--- config.mk ---
export PLATFORM = sky130hd
export DESIGN_NAME = data_bus_arbiter
export DESIGN_NICKNAME = d
export VERILOG_FILES = /design/src/rtl/data_bus_arbiter.sv
export SDC_FILE = /design/constraint.sdc
export NUM_CORES = 1
export LEC_CHECK = 0
export ABC_CLOCK_PERIOD_IN_PS = 1400
export CORE_MARGIN = 1.5
export CORE_UTILIZATION = 27
export CTS_CLUSTER_SIZE = 24
export DETAILED_ROUTE_END_ITERATION = 7
export GPL_ROUTABILITY_DRIVEN = 0
export PLACE_DENSITY = 0.75
export SLEW_MARGIN = 5
export SYNTH_ARGS = -nofsm -noshare
export SYNTH_HDL_FRONTEND = slang
export SYNTH_SLANG_ARGS = --single-unit
export TNS_END_PERCENT = 5
--- constraint.sdc ---
create_clock -name clk -period 1.4 [get_ports clk]
set_input_delay 0.14 -clock clk [delete_from_list [all_inputs] [get_ports clk]]
set_output_delay 0.14 -clock clk [all_outputs]
set_load 0.02 [all_outputs]
--- src/rtl/data_bus_arbiter.sv ---
// data_bus_arbiter: round-robin arbiter between two data_m masters and one slave.
// Each grant carries one transfer; a slave that never acks is cut off with a bus error.
module data_bus_arbiter #(
   parameter int TIMEOUT = 255
) (
   input  logic        clk,
   input  logic        reset,
   input  logic [18:0] a_m_addr,
   input  logic [15:0] a_m_data_out,
   output logic [15:0] a_m_data_in,
   input  logic        a_m_access,
   output logic        a_m_ack,
   input  logic        a_m_wr_en,
   input  logic [1:0]  a_m_bytesel,
   input  logic [18:0] b_m_addr,
   input  logic [15:0] b_m_data_out,
   output logic [15:0] b_m_data_in,
   input  logic        b_m_access,
   output logic        b_m_ack,
   input  logic        b_m_wr_en,
   input  logic [1:0]  b_m_bytesel,
   output logic [18:0] q_m_addr,
   output logic [15:0] q_m_data_out,
   input  logic [15:0] q_m_data_in,
   output logic        q_m_access,
   input  logic        q_m_ack,
   output logic        q_m_wr_en,
   output logic [1:0]  q_m_bytesel,
   output logic        q_m_owner,
   output logic        bus_error
);
   localparam int CW = $clog2(TIMEOUT);

   typedef enum logic [1:0] {IDLE, GRANT, ERR} state_t;

   typedef struct packed {
      logic [18:0] addr;
      logic [15:0] wdata;
      logic        wr_en;
      logic [1:0]  bytesel;
   } req_t;

   state_t           state;
   logic             owner;
   logic             last_owner;
   logic             winner;
   logic [CW-1:0]    cnt;
   req_t [1:0]       req;
   logic [1:0]       access;
   logic [1:0]       ack;
   logic [1:0][15:0] rdata;

   assign req[0] = '{addr: a_m_addr, wdata: a_m_data_out, wr_en: a_m_wr_en, bytesel: a_m_bytesel};
   assign req[1] = '{addr: b_m_addr, wdata: b_m_data_out, wr_en: b_m_wr_en, bytesel: b_m_bytesel};
   assign access = {b_m_access, a_m_access};

   // On contention the master that did not own the previous transfer wins.
   assign winner = (&access) ? ~last_owner : access[1];

   always_ff @(posedge clk) begin
      if (reset) begin
         state      <= IDLE;
         owner      <= 1'b0;
         last_owner <= 1'b1;
         cnt        <= '0;
      end else begin
         case (state)
            IDLE: begin
               if (|access) begin
                  state      <= GRANT;
                  owner      <= winner;
                  last_owner <= winner;
                  cnt        <= '0;
               end
            end
            GRANT: begin
               // An ack on the final granted cycle still completes normally.
               if (q_m_ack)
                  state <= IDLE;
               else if (cnt == CW'(TIMEOUT - 1))
                  state <= ERR;
               else
                  cnt <= cnt + CW'(1);
            end
            ERR:     state <= IDLE;
            default: state <= IDLE;
         endcase
      end
   end

   // Outputs are forced quiet while reset is high so an in-flight transfer never acks.
   always_comb begin
      q_m_access   = 1'b0;
      q_m_addr     = '0;
      q_m_data_out = '0;
      q_m_wr_en    = 1'b0;
      q_m_bytesel  = '0;
      ack          = '0;
      rdata        = '0;
      bus_error    = 1'b0;
      if (!reset) begin
         case (state)
            GRANT: begin
               q_m_access = 1'b1;
               {q_m_addr, q_m_data_out, q_m_wr_en, q_m_bytesel} = req[owner];
               ack[owner]   = q_m_ack;
               rdata[owner] = q_m_data_in;
            end
            ERR: begin
               ack[owner]   = 1'b1;
               rdata[owner] = 16'hFFFF;
               bus_error    = 1'b1;
            end
            default: ;
         endcase
      end
   end

   assign q_m_owner   = owner & ~reset;
   assign a_m_ack     = ack[0];
   assign b_m_ack     = ack[1];
   assign a_m_data_in = rdata[0];
   assign b_m_data_in = rdata[1];

endmodule

==> impl_summary.txt, run 1 <==
----------------------------------------------------
[Synthesis]
  Number of nets in the synthesized netlist ... 353
  Part of the Yosys area used for sequential elements ... between 10% and 20%
  Yosys warnings ... 0
  Synth Area in Compound Gates ... 23.3%
  Area fraction in and, or, nand and nor cells after synthesis ... ~29%
  Mux contribution to synthesized area ... between 20% and 30%
  Flops & latches, synth ... 12
  Post-synthesis async set-or-reset flop share ... 0%
  Yosys cell types ... 38
  Commonest register cell after synthesis ... sky130_fd_sc_hd__dfxtp_1
  Count of flip-flops with a built-in enable after synthesis ... 0
  Largest family of logic cells by synthesized area ... simple AND/OR/NAND/NOR gates
  Netlist area before placement ... approximately 1700 sq um
  Parity-gate share of the synthesized area counting xor and xnor cells ... 0%
  Post-Syn Instances ... between 200 and 300
  Post-synthesis adder-cell area fraction ... under 10%
  Mean instance size in the synthesized netlist ... between 6 and 7 sq um

[Final layout]
  Share of the core filled with cells in the final layout ... a little over two thirds
  Share of cells above drive strength 1 ... around 44%
  Final layout net count ... between 500 and 600
  Antenna diodes ... 0
  Synth-to-Final Area Change ... 152%
  Final cell area excluding filler cells ... 4210 sq um
  Number of standard cells in the layout, taps in and fillers out ... 515

[Critical path]
  Category of the worst setup path launch point ... register
  Critical path capture point type ... primary output
  Number of cells on the worst reg-to-reg path ... 8
  Worst endpoint data arrival time ... ~1.6 ns
  Worst r2r src ... state[1]
  Cell with the largest stage delay on the worst path ... sky130_fd_sc_hd__dfxtp_2
  Worst EP required ... about 1.3 ns
  Delay of the slowest cell on the worst path ... 0.33 ns
  Worst R2R Setup Slack ... -0.22 ns
  Most used cell along the critical path ... sky130_fd_sc_hd__inv_4
  Critical path start-end classification ... register to primary output
  Crit-path cells ... inv_4 > ha_4 > inv_4 > nor2_4 > clkbuf_16 > nand2_2 > a21oi_4 > buf_6
  Last element of the critical path ... a_m_data_in[14]
  RR Endpoint ... cnt[4]
  Maximum fanout count along the critical path ... 8
  Start point of the critical path ... state[1]

[Place]
  Worst setup slack before clock tree synthesis ... -0.581 ns
  Placed cell count ... 504
  Number of buffer cells added on primary ports ... approximately 170
  Placed Area ... between 3000 and 4000 sq um
  HPWL reported at the end of detailed placement ... 5690 microns

[Clock network]
  CTS tree ... done
  H-tree Lvls ... 1
  Largest buffer count on any clock path ... 2
  Number of sinks handled by clock tree synthesis ... 12
  Clock insertion delay at the later pin of the skew report ... around 0.24 ns
  Clock root buffer ... sky130_fd_sc_hd__clkbuf_8
  Clock slew seen by the registers of the worst setup and hold paths ... approximately 0.06 ns
  Count of hold-fix buffers inserted at cts ... 0
  Number of clock buffers inserted by TritonCTS ... 3

[Power and ir drop]
  Final Power ... 2.47 mW
  PD cells ... a little under 600 nW/um^2
  Leakage power figure ... about 1.6 nW
  Worst ir drop on vdd ... roughly 0.54 mV

[STA]
  Maximum achievable frequency ... around 590 MHz
  Relative slew margins ... ~80%
  Final worst path period share ... 122%
  Slew at the pin with the worst max-slew slack ... between 0.3 and 0.4 ns
  Total Negative Setup Slacks ... -17.86 ns
  Worst clock skew ... around 0.0018 ns
  Crit path setup slack, layout ... -0.306 ns
  Hold_ws ... a little under 0.5 ns
  Period minus WS final ... between 1.5 and 2 ns
  Count of final max-slew check failures ... 0
  RSZ-0062 raised after global routing ... true
  Final Hold Vio Count ... 0
  Setup violation total in the final timing report ... 83

[Global routing]
  Sum of overflow across all layers after global routing ... 0
  All-Layer GR Usage ... between 20% and 30%
  Number of global-route vias before repair ... 2359
  Maximum number of pins on one net before global-route repair ... 26
  Global-route wire length before repair ... roughly 11000 microns
  Antenna violations before repair ... 0

[Status]
  Status ... finished with violations
  Failing checks ... negative setup slack

[Die]
  Die span in y ... about 82 microns
  Die Span X ... between 80 and 90 microns
  Die outline area ... between 6000 and 7000 sq um
  IO Pins ... between 150 and 200
  Area of the core region ... between 5000 and 6000 sq um
  Initial cell density of the core ... approximately 28%
  Total number of placement rows ... 28

[Drt]
  Total wire length ... 7890 microns
  Post-detailed-route wirelength per cell ... 15.3 microns
  Drt via density ... ~5
  Final antenna-violating net count ... 0
  Length of the first detailed-routing pass in iterations ... 4
  Violation count after the first detailed-routing iteration ... 76
  Total via count in the routed design ... 2608
  Remaining design rule violation count ... 0

[Run]
  Number of violations of the max-capacitance limit ... 0

[Min path]
  Startpoint of the most critical hold path ... cnt[7]
  Path category of the worst min-delay check ... register to register

----------------------------------------------------
==> layout by cell type, fill, tap and decap left out, drive strengths merged <==
master,Yosys,routed
a31oi,3,3
o21ai,1,1
inv,6,6
a41o,1,1
nand2b,4,4
o21ba,2,2
or3b,1,1
and2,1,1
o31ai,1,1
o211ai,1,1
dfxtp,12,12
or2,1,1
mux2i,38,38
ha,5,5
nand3,3,3
o2bb2ai,4,4
or3,1,1
buf,11,97
a21oi,39,39
clkdlybuf4s15,0,12
a311oi,3,3
a211o,1,1
nor3,4,4
nand4,1,1
a2bb2oi,1,1
and3,1,1
a211oi,1,1
nand2,40,40
nor2b,2,2
nor3b,2,2
or2b,1,1
and2b,2,2
clkdlybuf4s50,0,96
o21a,1,1
nor2,46,46
clkbuf,10,5
==> layer usage <==
layer	GRT usage [%]	part of all wire, %
met3	6.33	9.3
met2	40.7	53
met4	3.39	1.1
met1	22.3	36
met5	0	0
==> cell families after synthesis <==
kind of cell             count (synthesis)
AND/OR/NAND/NOR                        110
AO/OA/AOI/OAI                           59
multiplexers                            38
buffers and inverters                   27
flip-flops                              12
adder cells (fa/ha/maj)                  5
==> flip-flops by register name, summed over array words and instances, names as in the netlist <==
signal      flops
owner           1
state           2
cnt             8
last_owner      1
==> what timing repair did <==
item | 4_1_cts | 5_1_grt
gates resized for setup | 359 | 54
gates cloned | 4 | 1
endpoints found under the hold margin | 0 | 0
endpoints found under the setup margin | 85 | 85
pin swaps | 4 | 28
buffers inserted | 0 | 2
==> worst max-delay path: cells and delay by family (launching register included) <==
family | cells | cell delay (ns)
buf+inv | 4 | 0.43
flops | 1 | 0.33
simple gates | 2 | 0.23
fa+ha+maj | 1 | 0.18
compound gates | 1 | 0.14
==> cell type report <==
| type | count | area, sq um |
|---|---|---|
| well taps | 75 | 93.8 |
| inverters | 6 | 30.0 |
| clock buffers | 4 | 55.1 |
| fillers | 480 | 1750 |
| multi-input cells | 212 | 1710 |
| repair buffers | 206 | 2070 |
| flip-flops and latches | 12 | 249 |
==> how the worst min path moves through the flow <==
stage	depth (start not counted)	endpoint
finish	2	cnt[7]
global route	1	last_owner
CTS	2	cnt[7]
detailed placement	2	cnt[7]
floorplan	2	cnt[7]
global placement	2	cnt[7]
==> synth_stat cells (all sizes together), types with 2 or more instances <==
library cell  count  area [sq um]
nor2             46           175
nand2            40           150
a21oi            39           199
mux2i            38           380
dfxtp            12           240
buf              11          53.8
clkbuf           10          37.5
inv               6          22.5
ha                5          62.6
nand2b            4          25.0
nor3              4          20.0
o2bb2ai           4          35.0
a311oi            3          45.0
a31oi             3          18.8
nand3             3          15.0
and2b             2          17.5
nor2b             2          12.5
nor3b             2          15.0
o21ba             2          20.0
==> power breakdown <==
group          switching, mW  internal, mW  leakage (nW)  total [mW]
sequential            0.0367         0.373        0.0997       0.410
clock                  0.138         0.249        0.0288       0.388
combinational          0.791         0.882          1.49        1.67
total                  0.966          1.50          1.62        2.47
(Power assumes the default switching activity.)
==> inputs of run 2 (changes only) <==
- CTS_CLUSTER_SIZE: 24 -> 16
==> results of run 2 <==
No change in the layout: final DEF, timing and power equal those of run 1.
